[config.mk]
export PLATFORM = sky130hd
export DESIGN_NAME = proc_ctrl
export DESIGN_NICKNAME = d
export VERILOG_FILES = /design/src/rtl/proc_pkg.sv /design/src/rtl/proc_dec3to8.sv /design/src/rtl/proc_ctrl.sv
export SDC_FILE = /design/constraint.sdc
export NUM_CORES = 1
export LEC_CHECK = 0
export ABC_AREA = 1
export BUFFER_PORTS_ARGS = -buffer_cell sky130_fd_sc_hd__buf_2
export CAP_MARGIN = 25
export CORE_MARGIN = 3
export CORE_UTILIZATION = 45
export DETAILED_ROUTE_END_ITERATION = 12
export PLACE_DENSITY = 0.72
export SYNTH_ARGS = -nofsm -noshare
export SYNTH_HDL_FRONTEND = slang
export SYNTH_SLANG_ARGS = --single-unit
[constraint.sdc]
create_clock -name clk -period 1.7 [get_ports clk]
set_input_delay 0.34 -clock clk [delete_from_list [all_inputs] [get_ports clk]]
set_output_delay 0.34 -clock clk [all_outputs]
set_load 0.01 [all_outputs]
[src/rtl/proc_pkg.sv]
// Shared definitions for the proc_ctrl instruction sequencer: opcodes,
// datapath select codes, ALU operation codes and the controller state type.
package proc_pkg;

  localparam logic [2:0] OP_MV  = 3'b000;
  localparam logic [2:0] OP_MVI = 3'b001;
  localparam logic [2:0] OP_ADD = 3'b010;
  localparam logic [2:0] OP_SUB = 3'b011;
  localparam logic [2:0] OP_AND = 3'b100;
  localparam logic [2:0] OP_XOR = 3'b101;

  // mux_sel codes 0-7 address R0-R7 directly
  localparam logic [3:0] SEL_IMD = 4'd8;
  localparam logic [3:0] SEL_G   = 4'd9;

  localparam logic [1:0] ALU_ADD = 2'b00;
  localparam logic [1:0] ALU_SUB = 2'b01;
  localparam logic [1:0] ALU_AND = 2'b10;
  localparam logic [1:0] ALU_XOR = 2'b11;

  typedef enum logic [1:0] {
    IDLE = 2'd0,
    T1   = 2'd1,
    T2   = 2'd2,
    T3   = 2'd3
  } state_e;

  typedef struct packed {
    logic [2:0] op;
    logic [2:0] x;
    logic [2:0] y;
  } instr_t;

  function automatic logic [1:0] alu_code(input logic [2:0] op);
    case (op)
      OP_SUB:  return ALU_SUB;
      OP_AND:  return ALU_AND;
      OP_XOR:  return ALU_XOR;
      default: return ALU_ADD;
    endcase
  endfunction

endpackage

[src/rtl/proc_dec3to8.sv]
// One-hot register write-enable decoder: bit sel_i of onehot_o is set when en_i.
module proc_dec3to8 (
  input  logic [2:0] sel_i,
  input  logic       en_i,
  output logic [7:0] onehot_o
);

  always_comb begin
    onehot_o = '0;
    if (en_i) onehot_o[sel_i] = 1'b1;
  end

endmodule

[src/rtl/proc_ctrl.sv]
// Multi-cycle instruction sequencer for a small register-file datapath.
// Define PROC_CTRL_LOGIC_EN to enable the and/xor opcodes (100/101).
module proc_ctrl
  import proc_pkg::*;
#(
  parameter int DATA_W = 16
) (
  input  logic              clk,
  input  logic              rst_n,
  input  logic              run,
  input  logic [8:0]        ir_in,
  output logic              busy,
  output logic              done,
  output logic              illegal,
  output logic [3:0]        mux_sel,
  output logic [7:0]        reg_load,
  output logic              a_load,
  output logic              g_load,
  output logic [1:0]        alu_op,
  output logic [DATA_W-1:0] instr_cnt
);

`ifdef PROC_CTRL_LOGIC_EN
  localparam bit LOGIC_EN = 1'b1;
`else
  localparam bit LOGIC_EN = 1'b0;
`endif

  state_e              state_q, state_d;
  instr_t              ir_q, ir_d;
  logic [DATA_W-1:0]   cnt_q, cnt_d;
  logic                ld_en;
  logic                three_step;

  assign three_step = (ir_q.op == OP_ADD) || (ir_q.op == OP_SUB) ||
                      (LOGIC_EN && ((ir_q.op == OP_AND) || (ir_q.op == OP_XOR)));

  always_comb begin
    // NOTE: every signal gets a default here so no path leaves it unassigned (no latches).
    state_d = state_q;
    ir_d    = ir_q;
    mux_sel = 4'd0;
    ld_en   = 1'b0;
    a_load  = 1'b0;
    g_load  = 1'b0;
    alu_op  = ALU_ADD;
    done    = 1'b0;
    illegal = 1'b0;

    case (state_q)
      IDLE: begin
        if (run) begin
          ir_d    = instr_t'(ir_in);
          state_d = T1;
        end
      end
      T1: begin
        state_d = IDLE;
        if (ir_q.op == OP_MV) begin
          mux_sel = {1'b0, ir_q.y};
          ld_en   = 1'b1;
          done    = 1'b1;
        end else if (ir_q.op == OP_MVI) begin
          mux_sel = SEL_IMD;
          ld_en   = 1'b1;
          done    = 1'b1;
        end else if (three_step) begin
          mux_sel = {1'b0, ir_q.x};
          a_load  = 1'b1;
          state_d = T2;
        end else begin
          done    = 1'b1;
          illegal = 1'b1;
        end
      end
      T2: begin
        mux_sel = {1'b0, ir_q.y};
        g_load  = 1'b1;
        alu_op  = alu_code(ir_q.op);
        state_d = T3;
      end
      T3: begin
        mux_sel = SEL_G;
        ld_en   = 1'b1;
        done    = 1'b1;
        state_d = IDLE;
      end
      default: state_d = IDLE;
    endcase

    cnt_d = (done && !illegal) ? cnt_q + DATA_W'(1) : cnt_q;
  end

  always_ff @(posedge clk or negedge rst_n) begin
    if (!rst_n) begin
      state_q <= IDLE;
      ir_q    <= '0;
      cnt_q   <= '0;
    end else begin
      // NOTE: non-blocking assignments so all registers update together from pre-edge values.
      state_q <= state_d;
      ir_q    <= ir_d;
      cnt_q   <= cnt_d;
    end
  end

  // Outputs decode the registered state, so reset clears them without a clock edge.
  assign busy      = (state_q != IDLE);
  assign instr_cnt = cnt_q;

  proc_dec3to8 u_dec (
    .sel_i    (ir_q.x),
    .en_i     (ld_en),
    .onehot_o (reg_load)
  );

endmodule

==> flow_metrics.tcl <==
set metrics [dict create \
    routed_via_density 5.00 \
    final-hold-violation-count 27 \
    p_leak_uw 0.00109 \
    path_clk_slew_ps 140 \
    cp_max_fo 4 \
    final_common_cell "nand2_1" \
    io_pins 47 \
    finalSetupViolCount 14 \
    ant_nets 0 \
    final.setup.tns_ps -1250 \
    place_area_um2 1800 \
    critPathKind "register to output pin" \
    wl_per_cell_um 13.7 \
    reg2regPathDepth 10 \
    post-route-cell-area_um2 2120 \
    async_reset_ff_frac 1.00 \
    synthDistinctLibCells 26 \
    synth_seq_cells 27 \
    drtIter0Drc 73 \
    seq_power_share 0.324 \
    crit_path_start_kind "register" \
    grt_max_degree 28 \
    syn_area_um2 1510 \
    post-place-cells 268 \
    cts-root-buf "clkbuf_4" \
    ys_seq_area_frac 0.447 \
    p_sw_frac 0.473 \
    areaGrowthSynthToFinish_pct 40.1 \
    maxSlewViolCount 0 \
    drc_errors 0 \
    avgSynthCellArea_um2 8.49 \
    end_kind "output pin" \
    fmax_mhz 549 \
    p_clk_frac 0.087 \
    synth_top_cell_by_area "dfrtp_1" \
    period_needed_ps 1820 \
    die_x_um 64.0 \
    gp_congestion 0.816 \
    ys_warn_count 0 \
    clk_latency_ps 330 \
    overflow 0 \
    fin_worst_skew_ps 1.32 \
    num-fill-cells 269 \
    reg2reg_to "instr_cnt[13]" \
    wirelength_mm 3.90 \
    post-route-period-util 1.07 \
    relSlewSlack 0.610 \
    start_util 0.483 \
    drive_gt1_frac 0.471 \
    power_density_nw_per_um2 1540 \
    setup_ws_ps -120 \
    cts.sinks 27 \
    switchingPower_uw 1540 \
    internal-power_uw 1720 \
    syn_inst 178 \
    p_comb_frac 0.588 \
    clockBufferDepth 2 \
    synth-edff-count 0 \
    die_y_um 64.0 \
    antenna_cells 0 \
    r2r_setup_slack_ps 90 \
    cts_tree "yes" \
    final_cell_mix "nand2_1, buf_2, dfrtp_1, nor2_1, nor2_4" \
    synth_top_area_frac 0.447 \
    reg2reg_from "ir_q[7]" \
    track_usage 0.181 \
    ys.flop_type "dfrtp_1" \
    core_area_um2 3130 \
    ir_drop_mv 0.604 \
    outcome "finished, violations left" \
    syn-num-nets 191 \
    die-area_um2 4090 \
    cts_made_buffers 3 \
    cap_violations 0 \
    hp-class "input port to async pin" \
    rows 20 \
    cp.required_ps 1360 \
    instances_no_fill 284 \
    drtPass1Iterations 4 \
    htree_levels 1 \
    rsz0062_at_grt "true" \
    grt_pass1_vias 1350 \
    num_vias 1421 \
    synth_area_leaders "dfrtp_1, nand2_1, nor2_1" \
    cts_hold_buffers 0 \
    io_buffers 46 \
    fin_nets 254 \
    violations "negative hold slack, negative setup slack" \
    antenna_found_initial 0 \
    utilization 0.677 \
    holdWs_ps -16.0 \
    worstMarginPinSlew_ps 586 \
    grt_pass1_wl_mm 5.91 \
    dp_hpwl_mm 2.44 \
    crit_arrival_ps 1480 \
]
## logic make-up after synthesis
kind of cell / count (synthesis) / synth area share
buffers and inverters: 15 / 0.0381
muxes: 4 / 0.0298
adders and majority gates: 1 / 0.00828
DFF: 27 / 0.447
AOI/OAI and AO/OA: 18 / 0.0604
and+or+nand+nor: 102 / 0.343
xor gates and xnor gates: 11 / 0.0737
## critical path: stages (launching register included)
cell and delay, ps:
dfrtp_2 450, nor2_4 200, nand2_4 90, nand2_8 100, nand2_4 70, nor2_2 90, buf_2 140
## area by class of cell
class	count	area (um^2)	share of cell area
multi-input combinational	136	933	0.441
sequential	27	679	0.321
timing repair buffer	59	365	0.173
inverter	14	57.6	0.0272
tap	44	55.1	0.0260
clock buffer	4	26.3	0.0124
## metrics by stage
stage	power [uW]	setup WS, ps
after CTS	2790	-90.5
after global placement	2220	143
after detailed placement	2240	136
after floorplan	1830	223
after global routing	3470	-202
final	3260	-120
## cells in the mapped netlist, types with 2 or more instances
cell type / count
o21ai_0: 8
mux2_2: 4
nor2_2: 3
inv_1: 13
nor2_1: 29
nand3b_1: 2
xor2_1: 3
nand2_4: 2
nand2_8: 2
nor2_8: 2
xnor2_1: 6
dfrtp_1: 27
nor2_4: 3
xor2_2: 2
nand3_1: 6
nand2_1: 49
a21oi_1: 8
## power groups by stage
stage	logic [uW]	registers (uW)	clock network (uW)
after floorplan	797	1030	0
after global placement	1180	1040	0
after CTS	1450	1040	292
final	1920	1060	284
after global routing	2070	1090	312
after detailed placement	1190	1050	0
## registers in the layout, indices dropped and copies added (netlist names), named ones only
| name | flops |
|---|---|
| ir_q | 9 |
| state_q | 1 |
| instr_cnt | 16 |
## per-layer routing
metal  GRT usage  up-vias  wire length [um]
met5           0        -                 0
met2       0.319       52              1950
li1            -      687                 -
met3      0.0316       13               210
met1       0.217      669              1600
met4      0.0674        0               142
## worst max-delay path by stage
stage | start | endpoint | slack (ps) | cells after the start
6_report | ir_q[7] | reg_load[3] | -120 | 6
4_1_cts | ir_q[8] | mux_sel[0] | -90 | 5
2_1_floorplan | register | alu_op[1] | 220 | 4
3_3_place_gp | ir_q[7] | reg_load[4] | 140 | 6
3_5_place_dp | ir_q[7] | reg_load[6] | 140 | 6
5_1_grt | ir_q[7] | mux_sel[2] | -200 | 6
## repair_timing
item	in CTS	in global routing
setup buffers	8	4
pin swaps	6	7
gates resized for setup	24	39
setup endpoints to repair	15	21
Power figures use the tool's default switching activity.
